[src/rtl/z80_bus_cycle.sv]
// Z80 non-M1 bus-cycle sequencer: memory/I/O read and write cycles with
// automatic and nWAIT-stretched wait states. clk runs at 2x the T-state rate.
module z80_bus_cycle #(
    parameter int ADDR_W    = 16,
    parameter int MEM_WAITS = 0,
    parameter int IO_WAITS  = 1
) (
    input  logic              clk,
    input  logic              reset,
    input  logic              activate,
    input  logic              io,
    input  logic              rd,
    input  logic              wr,
    input  logic [ADDR_W-1:0] addr,
    input  logic [7:0]        wdata,
    input  logic [7:0]        D_in,
    input  logic              nWAIT,
    output logic [ADDR_W-1:0] A,
    output logic [7:0]        D_out,
    output logic              data_out_en,
    output logic              nMREQ,
    output logic              nIORQ,
    output logic              nRD,
    output logic              nWR,
    output logic [7:0]        rdata,
    output logic [2:0]        tcycle,
    output logic              slot,
    output logic              busy,
    output logic              done
);

    typedef enum logic [3:0] {
        S_IDLE, S_T1H, S_T1L, S_T2H, S_T2L, S_TWH, S_TWL, S_T3H, S_T3L
    } state_t;

    state_t     state, ns;
    logic       io_q, rd_q, wr_q;
    logic [7:0] wcnt;      // TW states completed, saturates at N
    logic       more;      // last nWAIT sample was low: one more TW
    logic [7:0] nwaits;
    logic       accept, wlast, auto_more, sample;
    logic       in_act, in_io, in_oe, wr_win;
    logic       mreq_d, iorq_d, rd_d, wr_d, oe_d;

    assign nwaits    = io_q ? 8'(IO_WAITS) : 8'(MEM_WAITS);
    assign accept    = activate && (rd ^ wr);
    // this TW is the last automatic one, or already an extra one
    assign wlast     = ({1'b0, wcnt} + 9'd1) >= {1'b0, nwaits};
    assign auto_more = ({1'b0, wcnt} + 9'd1) <  {1'b0, nwaits};
    assign sample    = (state == S_T2H && nwaits == 8'd0) || (state == S_TWH && wlast);

    // next-state sequencing
    always_comb begin
        ns = state;
        case (state)
            S_IDLE: if (accept) ns = S_T1H;
            S_T1H:  ns = S_T1L;
            S_T1L:  ns = S_T2H;
            S_T2H:  ns = S_T2L;
            S_T2L:  ns = (nwaits != 8'd0 || more) ? S_TWH : S_T3H;
            S_TWH:  ns = S_TWL;
            S_TWL:  ns = (auto_more || more) ? S_TWH : S_T3H;
            S_T3H:  ns = S_T3L;
            S_T3L:  ns = accept ? S_T1H : S_IDLE;
            default: ns = S_IDLE;
        endcase
    end

    // strobe values for the state being entered; registered below so each
    // output changes on the edge that starts its state
    always_comb begin
        in_act = (ns == S_T1L) || (ns == S_T2H) || (ns == S_T2L) ||
                 (ns == S_TWH) || (ns == S_TWL) || (ns == S_T3H);
        in_io  = in_act && (ns != S_T1L);
        in_oe  = in_act || (ns == S_T3L);
        // with no automatic waits the memory write strobe starts in T2.L
        wr_win = (ns == S_TWH) || (ns == S_TWL) || (ns == S_T3H) ||
                 (nwaits == 8'd0 && ns == S_T2L);
        mreq_d = !(!io_q && in_act);
        iorq_d = !(io_q && in_io);
        rd_d   = !(rd_q && (io_q ? in_io : in_act));
        wr_d   = !(wr_q && (io_q ? in_io : wr_win));
        oe_d   = wr_q && in_oe;
    end

    // state, request latches, wait tracking and registered outputs
    always_ff @(posedge clk or posedge reset) begin
        if (reset) begin
            state       <= S_IDLE;
            io_q        <= 1'b0;
            rd_q        <= 1'b0;
            wr_q        <= 1'b0;
            wcnt        <= 8'd0;
            more        <= 1'b0;
            A           <= '0;
            D_out       <= 8'd0;
            rdata       <= 8'd0;
            nMREQ       <= 1'b1;
            nIORQ       <= 1'b1;
            nRD         <= 1'b1;
            nWR         <= 1'b1;
            data_out_en <= 1'b0;
            done        <= 1'b0;
        end else begin
            state <= ns;
            if (ns == S_T1H) begin
                io_q  <= io;
                rd_q  <= rd;
                wr_q  <= wr;
                A     <= addr;
                D_out <= wdata;
                wcnt  <= 8'd0;
            end else if (state == S_TWL && wcnt < nwaits) begin
                wcnt <= wcnt + 8'd1;
            end
            if (sample) more <= ~nWAIT;
            // memory reads capture leaving the last T2/TW, I/O reads leaving T3.H
            if ((!io_q && rd_q && (state == S_T2L || state == S_TWL) && ns == S_T3H) ||
                (io_q && rd_q && state == S_T3H))
                rdata <= D_in;
            nMREQ       <= mreq_d;
            nIORQ       <= iorq_d;
            nRD         <= rd_d;
            nWR         <= wr_d;
            data_out_en <= oe_d;
            done        <= (ns == S_T3L);
        end
    end

    // T-state / slot decode
    always_comb begin
        tcycle = 3'd0;
        slot   = 1'b0;
        case (state)
            S_T1H: tcycle = 3'd1;
            S_T1L: begin tcycle = 3'd1; slot = 1'b1; end
            S_T2H: tcycle = 3'd2;
            S_T2L: begin tcycle = 3'd2; slot = 1'b1; end
            S_TWH: tcycle = 3'd7;
            S_TWL: begin tcycle = 3'd7; slot = 1'b1; end
            S_T3H: tcycle = 3'd3;
            S_T3L: begin tcycle = 3'd3; slot = 1'b1; end
            default: ;
        endcase
        busy = (tcycle != 3'd0);
    end

endmodule

[config.mk]
export PLATFORM = sky130hd
export DESIGN_NAME = z80_bus_cycle
export DESIGN_NICKNAME = d
export VERILOG_FILES = /design/src/rtl/z80_bus_cycle.sv
export SDC_FILE = /design/constraint.sdc
export NUM_CORES = 1
export LEC_CHECK = 0
export BUFFER_PORTS_ARGS = -buffer_cell sky130_fd_sc_hd__buf_2
export CORE_UTILIZATION = 47
export CTS_BUF_LIST = sky130_fd_sc_hd__clkbuf_4
export CTS_CLUSTER_DIAMETER = 80
export CTS_CLUSTER_SIZE = 28
export DETAILED_ROUTE_END_ITERATION = 10
export GPL_TIMING_DRIVEN = 1
export PLACE_DENSITY = 0.78
export SLEW_MARGIN = 10
export SYNTH_ARGS = -nofsm -noshare
export SYNTH_HDL_FRONTEND = slang
export SYNTH_SLANG_ARGS = --single-unit
[constraint.sdc]
create_clock -name clk -period 2.3 [get_ports clk]
set_clock_uncertainty 0.05 [all_clocks]
set_input_delay 0.115 -clock clk [delete_from_list [all_inputs] [get_ports clk]]
set_output_delay 0.115 -clock clk [all_outputs]
set_load 0.01 [all_outputs]
==> reports/metrics.cfg <==
[run_status]
outcome=finished, final reports clean

[synth]
netlist_area_mm2=0.00243
yosys.area.top_type_share=0.514
ys_ff_latch=54
synth_edf_count=0
async_flop_share=1.00
synth_area_leader_cell=dfrtp_1
synth_cells=248
synth_area_leaders=dfrtp_1 (51%), nand2_1 (13%), dfstp_2 (4.3%), mux2_2 (4.2%), nor2_1 (1.7%)
seq_area_frac_synth=0.558
yosysWarnings=0
synth_fp_nets=290
synth_flop_cell=dfrtp_1
synth_area_per_cell_um2=9.81
yosys.cell_types.count=42

[clock_tree]
numCtsBuffers=5
clockBufferDepth=2
htree_levels=2
tritoncts=yes
cts.sink_count=54
insertion_delay_ps=380
clk_pin_slew_ps=160
clockRootBuffer=clkbuf_4
cts_resized=0

[pwr]
power_density_mw_per_mm2=1150
p_leak_nw=1.75
vdd_drop_max_uv=524

[setup_path]
slowest_stage=dfrtp_1
crit_buf_inv=1
cp_top_family=simple AND/OR/NAND/NOR gates
critPathRequiredTime_ps=2520
worstSetupPathType=register to register
crit_path_start_kind=register
path_max_fanout=8
cpPeakStageDelay_ps=430
cp-end-kind=register
arrival_ps=2490
worstPathCellList=ha_1, nor3_1, a31oi_1, or3b_4, o31ai_4, buf_12, mux2_2

[sta]
max_freq_ghz=0.441
relSlewSlack=0.639
worst_pin_slew_ps=541
setup_slack_ps=31.4
fin_crit_ps=2270
setup_viol=0
final_hold_viol_count=0
post-route-period-util=0.986
slew_viol_final=0

[place]
place_worst_setup_slack_ps=1.41
dp_cells=395
hpwl_um=3580
place_congestion=0.833
portBuffers=81
place_area_mm2=0.00296

[finish]
layout_commonest_cell=nand2_1
antenna_cells=0
area_growth_pct=40.7
final_area_mm2=0.00342
drive_gt1_frac=0.332
instances_no_fill=440
mostFrequentLayoutCells=nand2_1 (86), buf_2 (81), dfrtp_1 (50), dlygate4sd3_1 (35), nor2_1 (11)
nets=414
post-route-util=0.706

[min_path]
min-delay-path-class=input pin to register

[floorplan]
start_util=0.502
core_mm2=0.00485
ios=82
fp.dieH_um=73.9
die_w_um=73.9
rows=25
die_area_mm2=0.00547

[routing]
route.final.wire_length_um=5690
viasPerCell=5.00
route.detailed.drc=0
wl_per_cell_um=12.9
drtPass1Iterations=4
first_iter_violations=128
drtAntennaViolNets=0
via_count=2200

[global_routing]
grt_overflow=0
antenna_found_initial=0
grt_usage=0.226
grt_pass1_wl_um=9250
grt_pass1_vias=2102
grt_max_degree=30

[run]
maxCapViolCount=0

==> cell families after synthesis <==
kind of cell	Yosys count	share of synthesized area
simple gates	134	0.255
xor+xnor	6	0.0216
mux	9	0.0417
buf+inv	15	0.0267
fa+ha+maj	3	0.0154
flops	54	0.558
compound gates	27	0.0823
==> sequential cells by signal, indices dropped and copies added, names as in the netlist <==
name,cells
A,16
D_out,8
rdata,8
wcnt,8
state,4
data_out_en,1
done,1
io_q,1
more,1
nIORQ,1
nMREQ,1
nRD,1
nWR,1
rd_q,1
wr_q,1
==> worst reg2reg max path, cell delays in order (launching register included) <==
cell and delay, ps:
dfrtp_1 430, ha_1 250, nor3_1 160, a31oi_1 60
or3b_4 410, o31ai_4 300, buf_12 160, mux2_2 340
==> repair_timing <==
item,CTS,global route
endpoints found under the setup margin,8,8
hold endpoints to repair,57,0
pin swaps,1,1
setup buffers,0,2
hold buffers,35,0
==> layer usage <==
layer / vias to the layer above / GRT usage / part of all wire
met2: 78 / 0.401 / 0.52
met4: 0 / 0.0791 / 0.016
met1: 1036 / 0.265 / 0.41
li1: 1076 / - / -
met3: 10 / 0.0583 / 0.057
met5: - / 0 / 0
==> synth_stat cells, types with 2 or more instances <==
cell and number:
nor4b_1 2, ha_1 3, and2_2 2, buf_2 4
nor3_1 6, dfrtp_1 50, nor3b_1 3, mux2_2 9
a21oi_1 4, a31oi_1 4, nand2b_1 5, clkbuf_1 6
and4_1 2, xor2_1 2, o21ai_0 8, inv_1 4
dfstp_2 4, xnor2_1 4, nand3_1 3, nor2_1 11
nand2_1 86, and3_1 3, and2_1 4
==> final cells by class <==
type / instances / area (um^2)
timing repair buffer: 128 / 871
inverter: 4 / 15.0
multi-input combinational: 179 / 1010
tap: 67 / 83.8
clock buffer: 5 / 37.5
fill: 355 / 1430
clock inverter: 3 / 48.8
sequential: 54 / 1360
==> power breakdown <==
part / internal (W) / switching, W / total [W] / leakage (nW)
clock: 0.000236 / 0.000304 / 0.000541 / 0.0433
combinational: 0.000828 / 0.000938 / 0.00177 / 1.03
sequential: 0.00136 / 0.000289 / 0.00165 / 0.672
total: 0.00242 / 0.00153 / 0.00395 / 1.75
==> through the flow <==
step	TNS, ps	total power [W]	hold slack [ps]
2_1_floorplan	0	0.00268	170
3_3_place_gp	0	0.00330	141
3_5_place_dp	0	0.00334	148
4_1_cts	0	0.00394	120
5_1_grt	-30.5	0.00428	156
6_report	0	0.00395	123
==> path summary, 6_finish.rpt <==
check,slack (ps),startpoint,depth (start not counted),end
worst max-delay path,30,wcnt[1],7,rdata[6]
worst min-delay path,120,nWAIT,4,more
worst max register to register,30,wcnt[1],7,rdata[6]
worst min register to register,420,wr_q,1,nWR
max in group asynchronous,1330,reset,4,nWR
min in group asynchronous,250,reset,3,A[12]
Note: power is estimated with default switching activity, not from simulation.
